==> config.mk <==
export PLATFORM = sky130hd
export DESIGN_NAME = ex_mux_sel_arbiter
export DESIGN_NICKNAME = d
export VERILOG_FILES = /design/src/rtl/ex_mux_sel_arbiter.sv
export SDC_FILE = /design/constraint.sdc
export NUM_CORES = 1
export LEC_CHECK = 0
export CELL_PAD_IN_SITES_DETAIL_PLACEMENT = 1
export CELL_PAD_IN_SITES_GLOBAL_PLACEMENT = 1
export CORE_MARGIN = 2
export CORE_UTILIZATION = 39
export CTS_CLUSTER_DIAMETER = 150
export DETAILED_ROUTE_END_ITERATION = 8
export MAX_ROUTING_LAYER = met4
export PLACE_DENSITY = 0.76
export SETUP_SLACK_MARGIN = 0.1
export SLEW_MARGIN = 25
export SYNTH_ARGS = -nofsm -noshare
export SYNTH_HDL_FRONTEND = slang
export SYNTH_SLANG_ARGS = --single-unit
==> constraint.sdc <==
create_clock -name clk -period 3.2 [get_ports clk]
set_clock_uncertainty 0.1 [all_clocks]
set_input_delay 0.48 -clock clk [delete_from_list [all_inputs] [get_ports clk]]
set_output_delay 0.48 -clock clk [all_outputs]
set_load 0.02 [all_outputs]
==> src/rtl/ex_mux_sel_arbiter.sv <==
// Round-robin arbiter for the 6-input priority mux selects.
// One grant at a time, held until done, request drop, or hold limit.
module ex_mux_sel_arbiter #(
    parameter int HOLD_MAX = 4,
    parameter int CNT_W    = 3
) (
    input  logic       clk,
    input  logic       rst,
    input  logic [5:0] req,
    input  logic       done,
    output logic [5:0] gnt,
    output logic       gnt_valid,
    output logic       sel1,
    output logic       sel2,
    output logic       sel3,
    output logic       sel4,
    output logic       sel5
);

    typedef enum logic {IDLE, GRANT} state_t;

    state_t           state, state_nxt;
    logic [2:0]       ptr, ptr_nxt;
    logic [2:0]       gidx, gidx_nxt;
    logic [CNT_W-1:0] cnt, cnt_nxt;
    logic [5:0]       gnt_nxt;
    logic             vld_nxt;
    logic [4:0]       sel, sel_nxt;
    logic [2:0]       win;
    logic             hit;
    logic [3:0]       scan;
    logic             release_now;

    // Mux select code for each source; f shares the all-zero idle code.
    function automatic logic [4:0] enc(input logic [2:0] idx);
        logic [4:0] code;
        case (idx)
            3'd0:    code = 5'b10000;
            3'd1:    code = 5'b01100;
            3'd2:    code = 5'b01000;
            3'd3:    code = 5'b00010;
            3'd4:    code = 5'b00001;
            default: code = 5'b00000;
        endcase
        return code;
    endfunction

    always_comb begin
        win  = '0;
        hit  = 1'b0;
        scan = '0;
        for (int i = 0; i < 6; i++) begin
            scan = {1'b0, ptr} + 4'(i);
            if (scan >= 4'd6) scan = scan - 4'd6;
            if (!hit && req[scan[2:0]]) begin
                hit = 1'b1;
                win = scan[2:0];
            end
        end
    end

    assign release_now = done || !req[gidx] ||
                         (cnt == CNT_W'(HOLD_MAX));

    always_comb begin
        state_nxt = state;
        ptr_nxt   = ptr;
        gidx_nxt  = gidx;
        cnt_nxt   = cnt;
        gnt_nxt   = gnt;
        vld_nxt   = gnt_valid;
        sel_nxt   = sel;
        case (state)
            IDLE: begin
                if (hit) begin
                    state_nxt = GRANT;
                    gidx_nxt  = win;
                    cnt_nxt   = CNT_W'(1);
                    gnt_nxt   = 6'(1) << win;
                    vld_nxt   = 1'b1;
                    sel_nxt   = enc(win);
                end
            end
            GRANT: begin
                if (release_now) begin
                    state_nxt = IDLE;
                    gnt_nxt   = '0;
                    vld_nxt   = 1'b0;
                    sel_nxt   = '0;
                    cnt_nxt   = '0;
                    ptr_nxt   = (gidx == 3'd5) ? 3'd0 : gidx + 3'd1;
                end else begin
                    cnt_nxt = cnt + CNT_W'(1);
                end
            end
            default: state_nxt = IDLE;
        endcase
    end

    always_ff @(posedge clk) begin
        if (rst) begin
            state     <= IDLE;
            ptr       <= '0;
            gidx      <= '0;
            cnt       <= '0;
            gnt       <= '0;
            gnt_valid <= 1'b0;
            sel       <= '0;
        end else begin
            state     <= state_nxt;
            ptr       <= ptr_nxt;
            gidx      <= gidx_nxt;
            cnt       <= cnt_nxt;
            gnt       <= gnt_nxt;
            gnt_valid <= vld_nxt;
            sel       <= sel_nxt;
        end
    end

    assign {sel1, sel2, sel3, sel4, sel5} = sel;

endmodule
==> impl_metrics.json, run 1 <==
{
  "nNetsFinal": 319,
  "cp_slowest_stage_delay_ns": 0.47,
  "clkSinkCount": 21,
  "cp-end-kind": "flip-flop",
  "syn_inst": 212,
  "fin_crit_sh_pct": 107,
  "fin_crit_ns": 3.41,
  "final_area_um2": 3080,
  "hold_end": "sel[2]",
  "antenna_cells": 0,
  "coreArea_um2": 4630,
  "dp_slack_ns": -0.384,
  "die_h_um": 72.8,
  "drive_gt1_share_pct": 47.3,
  "drtIter0Drc": 183,
  "finalSetupViolations": 13,
  "grt_pass1_wl_um": 10900,
  "synth_area_per_cell_um2": 8.72,
  "syn_area_um2": 1850,
  "cts_root_buf": "clkbuf_8",
  "htreeDepth": 1,
  "place.gp.congestion": 0.846,
  "final.setup.worst_slack_ns": -0.215,
  "cp_max_fo": 6,
  "min_from": "sel[2]",
  "remaining_drc_errors": 0,
  "synth_edf_count": 0,
  "crit-reg2reg-launch": "ptr[0]",
  "hold_violations": 0,
  "cp_top_family": "compound AO/OA/AOI/OAI gates",
  "die_w_um": 72.8,
  "worstMarginPinSlew_ns": 0.683,
  "worst_path_max_delay_cell": "or4_4",
  "grt_max_degree": 15,
  "ys_seq_area_share_pct": 22.7,
  "wl_um": 9300,
  "vias_per_cell": 6.46,
  "max-slew-margin-rel_pct": 54.3,
  "worst_hold_path_type": "reg -> reg",
  "hold_path_depth": 2,
  "reg2regPathDepth": 12,
  "grt_pass1_vias": 2069,
  "post-route-util_pct": 66.6,
  "dp.cells": 322,
  "initial_core_util_pct": 39.9,
  "layout.cells.non_filler": 354,
  "synthArstFlopShare_pct": 0,
  "postPlaceCellArea_um2": 2460,
  "wl_per_cell_um": 26.3,
  "cts_buffers": 3,
  "num_rows": 25,
  "synth_top_flop_cell": "dfxtp_1",
  "cap_viol_max_count": 0,
  "synth_warnings": 0,
  "crit_type": "reg -> reg",
  "r2r_slack_ns": -0.21,
  "netlist.area_leader.share_pct": 22.7,
  "ios": 21,
  "violations": "negative setup slack",
  "synth_commonest_cells": "21 x dfxtp_1, 21 x nand2_1, 17 x nor2_1",
  "grtUsageTotal_pct": 27.8,
  "cp_common_cell": "buf_4",
  "design.die.area_um2": 5300,
  "path_cells": "buf_4, ha_4, xor2_1, buf_4, nor2_2, a311oi_4, nand4b_1, buf_4, or4_4, o221ai_4, inv_2, o31ai_4",
  "port_buffers": 20,
  "gr-total-overflow": 0,
  "yosysTopAreaCell": "dfxtp_1",
  "drt-pass1-iter-count": 7,
  "syn-num-nets": 230,
  "cp.arrival_ns": 3.49,
  "syn2layout_area_growth_pct": 66.8,
  "num_vias": 2288,
  "worstPathRequired_ns": 3.27,
  "antenna_found_initial": 0,
  "crit_buf_inv": 4,
  "powerDensity_nw_per_um2": 1140,
  "irDropWorstVdd_mv": 0.642,
  "synth_area_leaders": "dfxtp_1 23%, ha_1 6.1%, mux2i_1 6.0%",
  "drv_slew": 0,
  "ys_types": 61,
  "r2r-end": "gnt[2]",
  "clk_pin_slew_ns": 0.08,
  "start_kind": "flip-flop",
  "status": "complete, but fails checks",
  "cellLeakagePower_uw": 0.00124,
  "hpwl_um": 4410,
  "clk_latency_ns": 0.26,
  "clockBufferDepth": 2,
  "ant_nets": 0,
  "rsz0062_at_grt": "yes",
  "fmax_mhz": 293,
  "synth_seq_cells": 21,
  "cts_tree": "built"
}
per-layer routing:
metal  track usage [%]  vias up  wire length (µm)
met4              8.02        0               542
met1              34.6     1104              3420
met2              47.0      161              4600
li1                  -      963                 -
met5                 -        -                 0
met3              3.73       60               743
repair_timing:
action / CTS / global route
gates resized for setup: 36 / 37
setup endpoints to repair: 14 / 14
setup buffers: 11 / 18
pin swaps: 11 / 11
hold buffers: 0 / 0
cloned: 0 / 1
cell type report:
type / count / area, µm²
clock buffers: 4 / 45.0
fillers: 495 / 1550
inverters: 6 / 31.3
multi-input cells: 173 / 1660
flip-flops and latches: 21 / 429
well taps: 54 / 67.6
repair buffers: 96 / 853
cells by family (layout without fill, tap and decap cells):
group / count (synthesis) / after routing / synth area share [%]
AND/OR/NAND/NOR: 85 / 85 / 25.9
AO/OA/AOI/OAI: 55 / 55 / 24.9
flip-flops: 21 / 21 / 22.7
buffers and inverters: 18 / 106 / 5.35
multiplexers: 15 / 15 / 10.4
adder cells (fa/ha/maj): 9 / 9 / 6.09
XOR/XNOR: 9 / 9 / 4.67
layout by cell type, fill, tap and decap left out, types with 3 or more instances in the layout:
| cell type | instances |
|---|---|
| buf_4 | 63 |
| nand2_1 | 21 |
| dfxtp_1 | 18 |
| clkdlybuf4s50_1 | 16 |
| nor2_1 | 15 |
| a21oi_1 | 9 |
| buf_6 | 9 |
| mux2i_1 | 8 |
| nor3_1 | 6 |
| ha_4 | 5 |
| a21o_1 | 4 |
| mux2i_4 | 4 |
| xnor2_1 | 4 |
| nor2b_1 | 4 |
| nand3_1 | 4 |
| a211oi_1 | 4 |
| o21ai_1 | 4 |
| inv_1 | 3 |
| or3_4 | 3 |
| ha_1 | 3 |
| clkbuf_8 | 3 |
| dlygate4sd2_1 | 3 |
worst max-delay path by stage:
stage	end	slack [ns]	cells after the start	startpoint
detailed placement	gnt[2]	-0.38	10	req[0]
global placement	gnt[0]	-0.30	11	req[1]
finish	gnt[2]	-0.21	12	ptr[0]
CTS	gidx[1]	0.09	11	ptr[0]
global route	gnt[2]	-0.24	12	ptr[0]
floorplan	gnt[0]	-0.05	14	ptr[0]
tightest hold or removal path, cell delays in order (launching register included):
cell and delay (ns):
dfxtp_1 0.31, nand2_1 0.05, o21ai_1 0.05
through the flow:
stage / setup TNS, ns / total power [µW] / hold WS [ns]
floorplan: -0.150 / 1620 / 0.401
detailed placement: -3.40 / 2290 / 0.338
global placement: -2.68 / 2230 / 0.338
CTS: 0 / 2750 / 0.348
finish: -1.40 / 3520 / 0.343
global route: -1.96 / 3640 / 0.377
state kept, by name, indices dropped and copies added, names as in the netlist:
| register | count |
|---|---|
| gnt | 6 |
| sel | 4 |
| cnt | 3 |
| gidx | 3 |
| ptr | 3 |
| gnt_valid | 1 |
| state | 1 |
where the power goes:
part	total [µW]	switching, µW	internal, µW	leakage, µW
sequential	425	85.1	340	0.000174
combinational	2920	1460	1460	0.00104
clock	178	88.9	88.8	0.0000228
total	3520	1630	1890	0.00124
No activity file was read; power rests on OpenSTA's default activity.
==> run 2: changes to the inputs <==
--- a/config.mk
+++ b/config.mk
@@ -11,6 +11,7 @@
 export CORE_UTILIZATION = 39
 export CTS_CLUSTER_DIAMETER = 150
 export DETAILED_ROUTE_END_ITERATION = 8
+export GPL_ROUTABILITY_DRIVEN = 0
 export MAX_ROUTING_LAYER = met4
 export PLACE_DENSITY = 0.76
 export SETUP_SLACK_MARGIN = 0.1
==> impl_metrics.json, run 2 (synthesis results as in run 1) <==
{
  "ant_nets": 0,
  "largest_reg_flops": 6,
  "hold_path_depth": 2,
  "max-slew-margin-rel_pct": 53.3,
  "grtUsageTotal_pct": 23.5,
  "cellLeakagePower_uw": 0.00116,
  "clockBufferDepth": 2,
  "wl_um": 7440,
  "layout.cells.non_filler": 343,
  "grt_pass1_wl_um": 9500,
  "hold_end": "sel[2]",
  "cap_viol_max_count": 0,
  "powerDensity_nw_per_um2": 1050,
  "antenna_found_initial": 0,
  "cp-end-kind": "flip-flop",
  "violations": "negative setup slack",
  "clkSinkCount": 21,
  "initial_core_util_pct": 39.9,
  "clk_pin_slew_ns": 0.08,
  "worstPathRequired_ns": 3.29,
  "p_sw_share_pct": 45.4,
  "num_rows": 25,
  "largestRegisters": "gnt (6), sel (4)",
  "hpwl_um": 4420,
  "path_cells": "clkinvlp_4, ha_4, nor2b_4, or4_4, a211oi_2, or2_1, buf_4, nor2_1, a211oi_1, buf_4, o221ai_4, buf_4, o31ai_2",
  "r2r_slack_ns": -0.06,
  "dp.cells": 322,
  "fmax_mhz": 307,
  "irDropWorstVdd_mv": 0.600,
  "syn2layout_area_growth_pct": 55.6,
  "postPlaceCellArea_um2": 2460,
  "drv_slew": 0,
  "rsz0062_at_grt": "yes",
  "pwr-share-clk_pct": 5.9,
  "fin_crit_ns": 3.26,
  "hold_ws_ns": 0.350,
  "die_h_um": 72.8,
  "grt_pass1_vias": 1969,
  "wl_per_cell_um": 21.7,
  "remaining_drc_errors": 0,
  "cp.arrival_ns": 3.35,
  "worstMarginPinSlew_ns": 0.698,
  "cp_common_cell": "buf_4",
  "start_kind": "flip-flop",
  "die_w_um": 72.8,
  "min_from": "sel[2]",
  "gr-total-overflow": 0,
  "crit_path_start": "ptr[0]",
  "final_common_cell": "buf_4",
  "power_switching_uw": 1370,
  "worst_path_max_delay_cell": "or4_4",
  "num_vias": 2075,
  "dp_slack_ns": -0.359,
  "regMostFlops": "gnt",
  "nNetsFinal": 308,
  "drtIter0Drc": 88,
  "cp_max_fo": 6,
  "coreArea_um2": 4630,
  "ios": 21,
  "finalSetupViolations": 8,
  "total_power_uw": 3010,
  "seqPwrFrac_pct": 14.1,
  "crit_type": "reg -> reg",
  "cts_tree": "built",
  "final.setup.worst_slack_ns": -0.0602,
  "design.die.area_um2": 5300,
  "hold_violations": 0,
  "antenna_cells": 0,
  "grt_max_degree": 16,
  "status": "complete, but fails checks",
  "final_cell_mix": "57 x buf_4, 21 x nand2_1, 18 x dfxtp_1",
  "vias_per_cell": 6.05,
  "nFillCells": 512,
  "cp_slowest_stage_delay_ns": 0.44,
  "htreeDepth": 1,
  "final_area_um2": 2880,
  "reg2regPathDepth": 13,
  "crit-reg2reg-launch": "ptr[0]",
  "p_comb_share_pct": 80.0,
  "r2r-end": "gnt[0]",
  "port_buffers": 20,
  "drt-pass1-iter-count": 4,
  "fin_crit_sh_pct": 102,
  "p_int_uw": 1650,
  "clk_latency_ns": 0.26,
  "cts_root_buf": "clkbuf_8",
  "cts_buffers": 3,
  "drive_gt1_share_pct": 40.8,
  "worst_hold_path_type": "reg -> reg"
}
==> run 2: timing repair <==
| action | 4_1_cts | 5_1_grt |
|---|---|---|
| gates cloned | 0 | 2 |
| setup endpoints to repair | 14 | 15 |
| setup buffers | 5 | 11 |
| resized for setup | 20 | 30 |
| hold buffers | 0 | 0 |
| pin swaps | 8 | 8 |
==> run 2: power by group through the flow <==
stage	logic (µW)	clock network, µW	registers [µW]
2_1_floorplan	1190	0	433
3_3_place_gp	1830	0	408
3_5_place_dp	1880	0	412
4_1_cts	2010	174	410
5_1_grt	2540	186	430
6_report	2410	178	424
==> run 2: per-stage QoR <==
step           TNS, ns  util [%]
6_report        -0.174      62.1
5_1_grt          -1.53      62.1
4_1_cts              0      56.8
3_5_place_dp     -3.38      53.1
3_3_place_gp     -2.53      53.1
2_1_floorplan   -0.150         -
==> run 2: worst max-delay path by stage <==
stage | slack, ns | depth (start not counted) | to
finish | -0.06 | 13 | gnt[0]
global route | -0.21 | 13 | gnt[0]
CTS | 0.06 | 12 | sel[0]
detailed placement | -0.36 | 11 | gnt[2]
global placement | -0.29 | 11 | gnt[0]
floorplan | -0.05 | 14 | gnt[0]
==> run 2: area by class of cell <==
type                            count  area, µm²  share of cell area [%]
Timing Repair Buffer               85        756                    26.3
Clock buffer                        4       45.0                    1.57
Inverter                            6       26.3                   0.914
Tap cell                           54       67.6                    2.35
Sequential cell                    21        427                    14.8
Multi-Input combinational cell    173       1550                    54.0
==> run 2: critical path, delay by kind of cell (launching register included) <==
family | cells | cell delay, ns
buffers and inverters | 4 | 0.67
DFF | 1 | 0.41
AOI/OAI and AO/OA | 4 | 0.95
and+or+nand+nor | 4 | 0.90
adders and majority gates | 1 | 0.16
==> run 2: metal layers <==
metal	GRT usage [%]	part of all wire [%]
met1	29.1	43
met2	39.2	48
met3	3.18	4.4
met4	8.44	4.2
met5	-	0
==> run 3: changes to the inputs <==
--- a/config.mk
+++ b/config.mk
@@ -5,6 +5,7 @@
 export SDC_FILE = /design/constraint.sdc
 export NUM_CORES = 1
 export LEC_CHECK = 0
+export ABC_AREA = 0
 export CELL_PAD_IN_SITES_DETAIL_PLACEMENT = 1
 export CELL_PAD_IN_SITES_GLOBAL_PLACEMENT = 1
 export CORE_MARGIN = 2
==> results of run 3 <==
Final layout, timing and power as in run 2 (identical DEF).
